===== src/rtl/uart_rx_fifo.sv =====
// uart_rx_fifo: oversampling UART receiver with 2-of-3 majority bit decisions
// feeding a first-word fall-through receive FIFO.
module uart_rx_fifo #(
    parameter int DATA_WIDTH = 8,
    parameter int CLK_FREQ   = 50000000,
    parameter int BAUD_RATE  = 19200,
    parameter int PARITY     = 0,
    parameter int STOP_BITS  = 1,
    parameter int FIFO_DEPTH = 4
) (
    input  logic                        clk,
    input  logic                        rst,
    input  logic                        rx,
    output logic [DATA_WIDTH-1:0]       data_out,
    output logic                        parity_err,
    output logic                        frame_err,
    output logic                        valid,
    input  logic                        ready,
    output logic                        overrun,
    output logic [$clog2(FIFO_DEPTH):0] fifo_count
);
    localparam int CPB = CLK_FREQ / BAUD_RATE;
    localparam int TW  = $clog2(CPB);
    localparam int AW  = $clog2(FIFO_DEPTH);
    localparam int EW  = DATA_WIDTH + 2;
    localparam logic [TW-1:0] T_S0  = TW'(CPB / 2 - 1);
    localparam logic [TW-1:0] T_S1  = TW'(CPB / 2);
    localparam logic [TW-1:0] T_S2  = TW'(CPB / 2 + 1);
    localparam logic [TW-1:0] T_END = TW'(CPB - 1);

    typedef enum logic [2:0] {S_IDLE, S_START, S_DATA, S_PARITY, S_STOP} state_t;

    state_t                state_q, state_d;
    logic                  rx_m_q, rx_s_q, rx_p_q;
    logic [TW-1:0]         tmr_q, tmr_d;
    logic [3:0]            idx_q, idx_d;
    logic [1:0]            smp_q, smp_d;
    logic                  bit_q, bit_d;
    logic [DATA_WIDTH-1:0] sh_q, sh_d;
    logic                  perr_q, perr_d, ferr_q, ferr_d, push_q, push_d;
    logic                  maj, dec, wrap;

    assign maj  = (smp_q[0] & smp_q[1]) | (smp_q[0] & rx_s_q) | (smp_q[1] & rx_s_q);
    assign dec  = tmr_q == T_S2;
    assign wrap = tmr_q == T_END;

    always_comb begin
        state_d = state_q;
        tmr_d   = (state_q == S_IDLE || wrap) ? '0 : tmr_q + TW'(1);
        smp_d   = smp_q;
        smp_d[0] = (tmr_q == T_S0) ? rx_s_q : smp_q[0];
        smp_d[1] = (tmr_q == T_S1) ? rx_s_q : smp_q[1];
        bit_d   = dec ? maj : bit_q;
        idx_d   = idx_q;
        sh_d    = sh_q;
        perr_d  = perr_q;
        ferr_d  = ferr_q;
        push_d  = 1'b0;
        case (state_q)
            S_IDLE: if (rx_p_q && !rx_s_q) begin
                state_d = S_START;
                idx_d   = '0;
                perr_d  = 1'b0;
                ferr_d  = 1'b0;
            end
            S_START: state_d = (dec && maj) ? S_IDLE : wrap ? S_DATA : S_START;
            S_DATA: if (wrap) begin
                sh_d  = {bit_q, sh_q[DATA_WIDTH-1:1]};
                idx_d = (idx_q == 4'(DATA_WIDTH - 1)) ? 4'd0 : idx_q + 4'd1;
                state_d = (idx_q != 4'(DATA_WIDTH - 1)) ? S_DATA : (PARITY != 0) ? S_PARITY : S_STOP;
            end
            S_PARITY: if (wrap) begin
                perr_d  = (^sh_q) ^ bit_q ^ 1'(PARITY == 2);
                state_d = S_STOP;
            end
            S_STOP: if (dec) begin
                // Leave mid-bit so a start edge right after the last stop bit is caught.
                ferr_d = ferr_q | ~maj;
                if (idx_q == 4'(STOP_BITS - 1)) begin
                    push_d  = 1'b1;
                    state_d = S_IDLE;
                end
            end else if (wrap) begin
                idx_d = idx_q + 4'd1;
            end
            default: state_d = S_IDLE;
        endcase
    end

    always_ff @(posedge clk) begin
        if (rst) begin
            rx_m_q  <= 1'b1;
            rx_s_q  <= 1'b1;
            rx_p_q  <= 1'b1;
            state_q <= S_IDLE;
            tmr_q   <= '0;
            idx_q   <= '0;
            smp_q   <= '0;
            bit_q   <= 1'b0;
            sh_q    <= '0;
            perr_q  <= 1'b0;
            ferr_q  <= 1'b0;
            push_q  <= 1'b0;
        end else begin
            rx_m_q  <= rx;
            rx_s_q  <= rx_m_q;
            rx_p_q  <= rx_s_q;
            state_q <= state_d;
            tmr_q   <= tmr_d;
            idx_q   <= idx_d;
            smp_q   <= smp_d;
            bit_q   <= bit_d;
            sh_q    <= sh_d;
            perr_q  <= perr_d;
            ferr_q  <= ferr_d;
            push_q  <= push_d;
        end
    end

    logic [EW-1:0] mem_q [FIFO_DEPTH];
    logic [AW-1:0] wp_q, rp_q;
    logic [AW:0]   cnt_q;
    logic          ovr_q, full, pop, wr;
    logic [EW-1:0] head;

    assign full = cnt_q == (AW + 1)'(FIFO_DEPTH);
    assign pop  = valid & ready;
    assign wr   = push_q & (~full | pop);
    assign head = mem_q[rp_q];

    always_ff @(posedge clk) begin
        if (wr) mem_q[wp_q] <= {sh_q, perr_q, ferr_q};
    end

    always_ff @(posedge clk) begin
        if (rst) begin
            wp_q  <= '0;
            rp_q  <= '0;
            cnt_q <= '0;
            ovr_q <= 1'b0;
        end else begin
            wp_q  <= wr ? wp_q + AW'(1) : wp_q;
            rp_q  <= pop ? rp_q + AW'(1) : rp_q;
            cnt_q <= cnt_q + (AW + 1)'(wr) - (AW + 1)'(pop);
            ovr_q <= push_q & full & ~pop;
        end
    end

    assign valid      = cnt_q != '0;
    assign data_out   = valid ? head[EW-1:2] : '0;
    assign parity_err = valid & head[1];
    assign frame_err  = valid & head[0];
    assign overrun    = ovr_q;
    assign fifo_count = cnt_q;
endmodule


===== config.mk =====
export PLATFORM = sky130hd
export DESIGN_NAME = uart_rx_fifo
export DESIGN_NICKNAME = d
export VERILOG_FILES = /design/src/rtl/uart_rx_fifo.sv
export SDC_FILE = /design/constraint.sdc
export NUM_CORES = 1
export LEC_CHECK = 0
export CAP_MARGIN = 40
export CORE_ASPECT_RATIO = 1.1
export CORE_MARGIN = 1
export CORE_UTILIZATION = 64
export CTS_BUF_LIST = sky130_fd_sc_hd__clkbuf_16
export DETAILED_ROUTE_END_ITERATION = 16
export PLACE_DENSITY = 0.84
export SYNTH_ARGS = -nofsm -noshare
export SYNTH_HDL_FRONTEND = slang
export SYNTH_SLANG_ARGS = --single-unit
export TNS_END_PERCENT = 1

===== constraint.sdc =====
create_clock -name clk -period 5.3 [get_ports clk]
set_clock_uncertainty 0.05 [all_clocks]
set_input_delay 1.06 -clock clk [delete_from_list [all_inputs] [get_ports clk]]
set_output_delay 1.06 -clock clk [all_outputs]
set_load 0.01 [all_outputs]

==> After elaboration in Yosys (flattened, before gate mapping) <==
Memory sizes are Yosys's and may differ from the RTL's. A register that Yosys moved wholly into a read port is not among the register bits.
Index checks and enable logic that the tools add are counted.
{ "word_totals": {"romBits": 0, "latchBits": 0, "mem_count": 1, "ff_bits": 44, "ram_bits": 40, "elab_cells": 105, "out_inout_bits": 15, "inputBits": 4} }
{ "mem_list": {"columns": ["name", "depth", "word_bits", "rd", "rd_ports_with_merged_regs", "write_ports", "line_no", "source"], "rows": [
  ["mem_q", 4, 10, 1, 1, 1, "120", "logic [EW-1:0] mem_q [FIFO_DEPTH];"]
]} }
{ "classes": {"bitwise_logic": 19, "addsub": 6, "shift": 0, "n_div": 0, "n_eq_ne": 18, "reduce_logical": 18, "mul": 0, "n_mux": 26, "n_lt_le_gt_ge": 0} }
{ "ops": {"columns": ["op", "n"], "rows": [
  ["equality test 12 x 11 -> 1 bit, second input constant", 3],
  ["2-to-1 mux 4 bit", 5],
  ["2-to-1 mux 3 bit", 6],
  ["one-hot mux 3 bit (5 select lines)", 1],
  ["adder 12 x 1 -> 12 bit, second input constant", 1],
  ["equality test 12 bit, second input constant", 1],
  ["inequality test 2 bit, second input constant", 6],
  ["one-hot mux 4 bit (3 select lines)", 1],
  ["AND reduction 5 bit", 2],
  ["AND 1 bit", 9],
  ["2-to-1 mux 2 bit", 4],
  ["2-to-1 mux 8 bit", 1],
  ["XOR reduction 8 bit", 1],
  ["equality test 3 x 2 -> 1 bit, second input constant", 2],
  ["equality test 3 bit, second input constant", 2],
  ["2-to-1 mux 1 bit", 6],
  ["AND reduction 3 bit", 2],
  ["nonzero test 3 bit", 2],
  ["NOT 1 bit", 5],
  ["adder 2 x 1 -> 2 bit, second input constant", 2],
  ["adder 4 x 1 -> 4 bit, second input constant", 1],
  ["equality test 4 x 3 -> 1 bit, second input constant", 1],
  ["zero test 4 bit", 1],
  ["inequality test 4 x 3 -> 1 bit, second input constant", 1],
  ["15 further kinds", 21]
]} }

==> Longest topological paths before layout <==
Gate-level depths: netlist (run 1).
{ "logic_depth": {"word_depth": 7, "mapped_depth": 11, "depth_no_buf": 11} }

==> Worst setup path after synthesis (run 1) <==
OpenSTA, ideal clock, no wires.
{ "synth_timing": {"kind": "in2reg", "startpoint": "input port ready", "endpoint": "register cnt_q[2] (netlist: fifo_count[2])", "n_path_buf": 0, "stages": 11, "required_ns": 5.122, "setup_ns": 0.128, "slack_ns": 2.177, "t_arrival_ns": 2.946, "path_cell_list": "or4b_4 and2_1 inv_1 ha_1 inv_1 ha_1 inv_1 fa_1 xor2_1 xnor2_1 nor2_1"} }
{ "synth_via": {"elab_chain_cells": 5} }
{ "synth_lines": {"columns": ["item", "line_no", "source"], "rows": [
  ["from (decl)", "18", "input logic ready,"],
  ["AND 1 bit *", "127", "assign pop = valid & ready;"],
  ["bitwise OR 1 bit", "128", "assign wr = push_q & (~full | pop);"],
  ["AND 1 bit", "128", null],
  ["adder 3 x 1 -> 3 bit", "144", "cnt_q <= cnt_q + (AW + 1)'(wr) - (AW + 1)'(pop);"],
  ["subtractor 3 x 1 -> 3 bit *", "144", null],
  ["to (signal assigned)", "144", null],
  ["to (decl)", "122", "logic [AW:0] cnt_q;"]
]} }
Mark *: on every way between the ends. The rest lies on a longest branch, timed or not.
A chain may end at the register's enable or synchronous reset.

==> summary.txt, run 1 <==
Power and ir drop
  • Flop pwr share: 44.9%
  • Cell Pwr Density: 400 nW/µm²
  • Leakage: 1.53 nW
  • Combinational share of power: 20.0%
  • Clk pwr share: 35.1%
  • Switch Pwr: 0.000444 W
  • P_int: 0.00124 W
  • Switch share: 26.4%
  • IR drop worst, VDD: 0.235 mV

STA
  • Final hold vios: 0
  • Final setup fails: 0
  • RSZ-0062 raised after global routing: false
  • Fin. max-slew vios: 0
  • Final setup TNS: 0 ns
  • Peak Freq: 285 MHz
  • Worst Tran Pin Value: 0.690 ns
  • Setup slack after layout: 1.79 ns
  • Final Cycle Share: 66.3%
  • Fin crit period: 3.51 ns
  • Relative slew slack: 53.9%

Worst setup path
  • Reg2reg start: fifo_count[1]
  • Critical Path AT: 2.40 ns
  • CP Launch Type: register
  • Crit Path Category: register to output port
  • Flop-to-flop setup slack: 2.64 ns
  • Worst Path Required: 4.19 ns
  • Crit end category: output port
  • Reg2Reg Depth: 11
  • Crit Reg-Reg Endpoint: fifo_count[2]
  • Worst-path maximum fanout: 10

Routing
  • Drt via density: 5.69
  • Vias: 2293
  • Pre-antenna DRT Iters: 4
  • DRT iter0 DRCs: 148
  • Drt wl/cell: 16.7 µm
  • ANT nets after route: 0
  • DRC errors left: 0
  • Final wirelength: 6750 µm

Floorplan
  • Number of top-level pins: 19
  • Core ar.: 5470 µm²
  • Row count: 28
  • Die Height: 81.6 µm
  • Starting Density: 67.5%
  • Die width: 74.4 µm
  • Die ar.: 6070 µm²

Finish
  • Register cell area after layout: 2120 µm²
  • Non-filler instance count after layout: 403
  • Multi-input gate area: 1470 µm²
  • Final instance area: 4200 µm²
  • ANT cells: 0
  • Nets: 339
  • Layout area overhead: 13.8%
  • Share of cells above drive strength 1: 11.9%
  • Fill cells: 355

Clock network
  • Clock slew at reported path FFs: 0.07 ns
  • Worst-skew pair later-pin latency: 0.34 ns
  • Clk buf depth: 2
  • # hold bufs at CTS: 0
  • Postcts setup bufs: 0
  • Clock tree sinks: 86
  • Root Driver: clkbuf_16
  • CTS tree: yes
  • H-tree depth: 3
  • CTS-repair resized insts: 0
  • CTS buffer count: 9

Logic synthesis
  • Post-synth cell types: 49
  • Yosys reg bits: 86
  • Syn Nets: 320
  • Fraction of registers with async set/reset: 0%
  • Cell Area, Synth: 3690 µm²
  • Main flop type after synthesis: dfxtp_1
  • Post-synthesis sequential area ratio: 57.5%
  • Syn avg cell area: 12.1 µm²
  • EDFF count, synth: 40
  • Synth Instances: 304
  • Synth Warn #: 0

Hold path
  • Hold Crit Class: register to register
  • Hold Path Origin: rx_m_q
  • Hold path endpoint: rx_s_q
  • Worst Hold Depth: 1

Placement
  • GP Congestion: 0.805
  • IO buf count: 18
  • Placed inst area: 3920 µm²
  • Placed Cells: 387
  • Hpwl dp: 4010 µm
  • Pre-CTS WS: 1.60 ns

GRT
  • Gr usage total: 24.9%
  • Vias in the first global route: 2273
  • First-pass GRT wire length: 10800 µm
  • Initial antenna violation count: 0
  • Largest net degree at the start of global routing: 22
  • GRT overflow: 0

Flow run
  • MaxCap Viol Count: 0

Status
  • Status: finished, final reports clean
[cells by family (layout without fill, tap and decap cells)]
logic type	Yosys count	in the layout	share of synthesized area [%]
AOI/OAI and AO/OA	25	25	4.07
xor gates and xnor gates	23	23	5.46
adders and majority gates	13	13	4.55
buffers and inverters	22	46	2.75
DFF	86	86	57.5
muxes	19	19	8.55
and+or+nand+nor	116	116	17.1
[synth_stat cells (2+ instances only)]
library cell / count / area [µm²]
a21oi_1: 12 / 60.1
or3_1: 2 / 12.5
mux2i_1: 9 / 90.1
and3_2: 2 / 15.0
dfxtp_1: 46 / 921
and2_1: 12 / 75.1
nor4bb_1: 2 / 20.0
o21ai_0: 4 / 20.0
or2_2: 3 / 18.8
nor4_1: 2 / 12.5
and4_1: 2 / 17.5
xnor2_1: 16 / 140
buf_6: 2 / 22.5
and3_1: 9 / 56.3
nand3_1: 11 / 55.1
nor2_1: 33 / 124
mux4_2: 10 / 225
nor2b_1: 3 / 18.8
nand2_1: 18 / 67.6
clkbuf_1: 5 / 18.8
inv_1: 11 / 41.3
xor2_1: 7 / 61.3
nand2b_1: 5 / 31.3
edfxtp_1: 40 / 1200
ha_1: 11 / 138
a21o_2: 2 / 17.5
buf_2: 3 / 15.0
[power by group through the flow]
stage / logic [W] / clock network, W / registers [W]
global route: 0.000367 / 0.000625 / 0.000761
detailed placement: 0.000329 / 0 / 0.000769
global placement: 0.000316 / 0 / 0.000767
finish: 0.000336 / 0.000589 / 0.000754
CTS: 0.000342 / 0.000591 / 0.000756
floorplan: 0.000205 / 0 / 0.000744
[per-layer routing]
layer / up-vias / GRT usage, % / wire [µm]
met5: - / 0 / 0
met4: 0 / 11.1 / 80
met3: 10 / 5.03 / 269
met2: 46 / 42.4 / 3480
met1: 1117 / 30.3 / 2920
li1: 1120 / - / -
[registers in the layout, indices dropped and copies added, names as in the netlist, named ones only]
register    flops
push_q          1
perr_q          1
smp_q           2
rx_s_q          1
idx_q           4
sh_q            8
ferr_q          1
rp_q            2
rx_p_q          1
fifo_count      3
overrun         1
wp_q            2
state_q         3
bit_q           1
rx_m_q          1
mem_q          40
tmr_q          12
[per-stage QoR]
step | hold WS [ns] | util, % | total power (W)
after floorplan | 0.339 | - | 0.000949
after global placement | 0.343 | 71.4 | 0.00108
after detailed placement | 0.354 | 71.7 | 0.00110
after CTS | 0.370 | 76.8 | 0.00169
after global routing | 0.393 | 76.8 | 0.00175
final | 0.365 | 76.8 | 0.00168
[worst max-delay path: stages (launching register included)]
cell and delay [ns]:
dfxtp_1 0.77, mux4_2 0.64, and2_1 0.18, clkdlybuf4s50_1 0.47
[cells in the final DEF, fill, tap and decap left out, types with 2 or more instances in the layout]
master            n
nand2b_1          5
clkbuf_16         9
mux2i_1           9
o21ai_0           4
nor4_1            2
mux4_2           10
nand2_1          18
and3_1            9
and4_1            2
a21oi_1          12
ha_1             11
clkdlybuf4s50_1  18
and2_1           12
nand3_1          11
or2_2             3
inv_1            11
xor2_1            7
xnor2_1          16
dfxtp_1          46
and3_2            2
nor2b_1           3
edfxtp_1         40
inv_6             3
nor2_1           33
clkinv_4          2
or3_1             2
nor4bb_1          2
a21o_2            2
[layout make-up]
| class | count | area share, % |
|---|---|---|
| Inverter | 11 | 0.983 |
| Sequential cell | 86 | 50.5 |
| Multi-Input combinational cell | 196 | 34.9 |
| Clock inverter | 7 | 1.34 |
| Timing Repair Buffer | 19 | 4.65 |
| Clock buffer | 9 | 5.36 |
| Tap cell | 75 | 2.23 |
[worst max-delay path by stage]
stage / end / start / slack [ns]
6_report: data_out[1] / register / 1.79
5_1_grt: data_out[1] / register / 1.64
4_1_cts: data_out[1] / register / 1.74
3_5_place_dp: fifo_count[2] / ready / 1.60
3_3_place_gp: fifo_count[2] / ready / 1.67
2_1_floorplan: fifo_count[2] / ready / 2.18
No activity file was read; power rests on OpenSTA's default activity.
==> run 2: changes to the inputs <==
--- a/config.mk
+++ b/config.mk
@@ -8,10 +8,10 @@
 export CAP_MARGIN = 40
 export CORE_ASPECT_RATIO = 1.1
 export CORE_MARGIN = 1
-export CORE_UTILIZATION = 64
+export CORE_UTILIZATION = 53
 export CTS_BUF_LIST = sky130_fd_sc_hd__clkbuf_16
 export DETAILED_ROUTE_END_ITERATION = 16
-export PLACE_DENSITY = 0.84
+export PLACE_DENSITY = 0.75
 export SYNTH_ARGS = -nofsm -noshare
 export SYNTH_HDL_FRONTEND = slang
 export SYNTH_SLANG_ARGS = --single-unit
==> constraint.sdc (replaced) <==
create_clock -name clk -period 3.18 [get_ports clk]
set_clock_uncertainty 0.05 [all_clocks]
set_input_delay 0.636 -clock clk [delete_from_list [all_inputs] [get_ports clk]]
set_output_delay 0.636 -clock clk [all_outputs]
set_load 0.01 [all_outputs]
==> summary.txt, run 2 (synthesized netlist as in run 1, its figures left out) <==
STA
  • WHS: 0.359 ns (-0.00600 ns)
  • Worst Tran Pin Value: 0.536 ns (-0.154 ns)
  • Relative slew slack: 63.9% (+10 points)
  • Fin crit period: 2.90 ns
  • Final Cycle Share: 91.2%
  • Final setup TNS: 0 ns (unchanged)
  • Fin. max-slew vios: 0 (unchanged)
  • RSZ-0062 raised after global routing: false
  • Final hold vios: 0 (unchanged)
  • Final setup fails: 0 (unchanged)
  • Peak Freq: 345 MHz

Floorplan
  • Die Height: 89.5 µm (+9.6%)
  • Core ar.: 6670 µm² (+22%)
  • Die ar.: 7300 µm² (+20%)
  • Row count: 31 (+11%)
  • Starting Density: 55.3% (-12 points)
  • Die width: 81.5 µm (+9.6%)
  • Number of top-level pins: 19 (unchanged)

Placement
  • GP Congestion: 0.757 (-5.9%)
  • Placed Cells: 397 (+2.6%)
  • Hpwl dp: 3800 µm (-5.4%)
  • IO buf count: 18 (unchanged)

GRT
  • Largest net degree at the start of global routing: 33 (+50%)
  • Initial antenna violation count: 0 (unchanged)
  • GRT overflow: 0 (unchanged)
  • Gr usage total: 18.4% (-6.5 points)
  • First-pass GRT wire length: 9700 µm (-10%)
  • Vias in the first global route: 2097 (-7.7%)

Worst setup path
  • Reg2reg start: fifo_count[1]
  • CP Launch Type: input port
  • Worst-path maximum fanout: 2 (-8)
  • Crit Path Category: input port to register
  • Critical Path AT: 3.06 ns (+0.66 ns)
  • Reg2Reg Depth: 10 (-1)
  • Worst Path Required: 3.34 ns (-0.85 ns)
  • Crit end category: register
  • Crit Reg-Reg Endpoint: fifo_count[2]
  • Flop-to-flop setup slack: 0.54 ns (-2.10 ns)

Finish
  • Layout area overhead: 14.8%
  • Biggest regs: mem_q x40, tmr_q x12, sh_q x8
  • Nets: 342 (+0.88%)
  • Largest register FFs: 40 (unchanged)
  • Reg with most FFs: mem_q
  • Fill cells: 519 (+46%)
  • ANT cells: 0 (unchanged)
  • Most frequent cells in the layout: 46 x dfxtp_1, 40 x edfxtp_1, 33 x nor2_1
  • Non-filler instance count after layout: 413 (+2.5%)
  • Most common cell after layout, fill and taps aside: dfxtp_1
  • Share of cells above drive strength 1: 12.4% (+0.50 points)

Clock network
  • CTS buffer count: 9 (unchanged)
  • CTS-repair resized insts: 0 (unchanged)
  • CTS tree: yes
  • Clk buf depth: 2 (unchanged)
  • Root Driver: clkbuf_16
  • Clock tree sinks: 86 (unchanged)
  • # hold bufs at CTS: 0 (unchanged)
  • Worst-skew pair later-pin latency: 0.34 ns (about the same)
  • Postcts setup bufs: 0 (unchanged)
  • Clock slew at reported path FFs: 0.06 ns (about the same)
  • H-tree depth: 3 (unchanged)

Routing
  • Vias: 2223 (-3.1%)
  • Final wirelength: 5750 µm (-15%)
  • DRC errors left: 0 (unchanged)
  • Drt via density: 5.38 (-5.4%)
  • Drt wl/cell: 13.9 µm (-17%)
  • DRT iter0 DRCs: 110 (-26%)
  • Pre-antenna DRT Iters: 5 (+1)
  • ANT nets after route: 0 (unchanged)

Power and ir drop
  • Cell Pwr Density: 663 nW/µm² (+66%)
  • Switch share: 25.0% (-1.4 points)
  • P_int: 0.00211 W (+70%)
  • Combinational share of power: 20.6% (+0.6 points)
  • Switch Pwr: 0.000702 W (+58%)
  • Leakage: 1.55 nW (+1.4%)
  • IR drop worst, VDD: 0.359 mV (+53%)
  • Clk pwr share: 35.8% (+0.7 points)
  • Flop pwr share: 43.6% (-1.3 points)

Hold path
  • Hold path endpoint: rx_s_q
  • Worst Hold Depth: 1 (unchanged)
  • Hold Crit Class: register to register
  • Hold Path Origin: rx_m_q

Flow run
  • MaxCap Viol Count: 0 (unchanged)

Status
  • Status: finished, final reports clean
-- run 2: cell count changes in the layout (fill, tap and decap cells not counted), sizes merged --
cell and delta:
buf +3, clkbuf +1, clkinv -1
-- run 2: metal layers --
metal | GRT usage [%] | routed length, µm | up-vias
met3 | 3.67 | 145 | 9
li1 | - | - | 1123
met1 | 22.5 | 2690 | 1062
met5 | 0 | 0 | -
met2 | 29.9 | 2810 | 29
met4 | 11.0 | 106 | 0
-- run 2: final cells by class --
class | instances | area [µm²] | area share, %
Multi-Input combinational cell | 196 | 1470 | 34.6
Clock buffer | 10 | 250 | 5.91
Timing Repair Buffer | 22 | 210 | 4.96
Tap cell | 82 | 103 | 2.42
Sequential cell | 86 | 2120 | 50.1
Clock inverter | 6 | 43.8 | 1.03
Inverter | 11 | 41.3 | 0.975
-- run 2: critical path: stages --
cell	delay (ns)
clkdlybuf4s50_1	0.41
or4b_4	0.48
and2_1	0.19
inv_1	0.08
ha_1	0.23
inv_1	0.05
ha_1	0.13
inv_1	0.05
fa_1	0.37
xor2_1	0.16
xnor2_1	0.20
nor2_1	0.08
-- run 2: worst max path at each step --
stage / to / slack (ns) / startpoint
2_1_floorplan: fifo_count[2] / 0.48 / ready
3_3_place_gp: fifo_count[2] / 0.08 / ready
3_5_place_dp: fifo_count[2] / -0.03 / ready
4_1_cts: fifo_count[2] / 0.28 / ready
5_1_grt: fifo_count[2] / 0.14 / ready
6_report: fifo_count[2] / 0.28 / ready
-- run 2: power by group through the flow --
| stage | registers (W) | clock network, W | logic (W) |
|---|---|---|---|
| finish | 0.00122 | 0.00101 | 0.000578 |
| global route | 0.00123 | 0.00107 | 0.000643 |
| CTS | 0.00123 | 0.00102 | 0.000587 |
| detailed placement | 0.00125 | 0 | 0.000584 |
| global placement | 0.00125 | 0 | 0.000571 |
| floorplan | 0.00124 | 0 | 0.000341 |
-- run 2: stage by stage --
| stage | power, W | utilization, % | worst slack, ns | instance area [µm²] |
|---|---|---|---|---|
| 4_1_cts | 0.00284 | 63.5 | 0.284 | 4240 |
| 2_1_floorplan | 0.00158 | - | 0.481 | 3690 |
| 6_report | 0.00281 | 63.5 | 0.281 | 4240 |
| 3_3_place_gp | 0.00182 | 59.1 | 0.0757 | 3940 |
| 5_1_grt | 0.00294 | 63.5 | 0.138 | 4240 |
| 3_5_place_dp | 0.00183 | 59.1 | -0.0305 | 3940 |
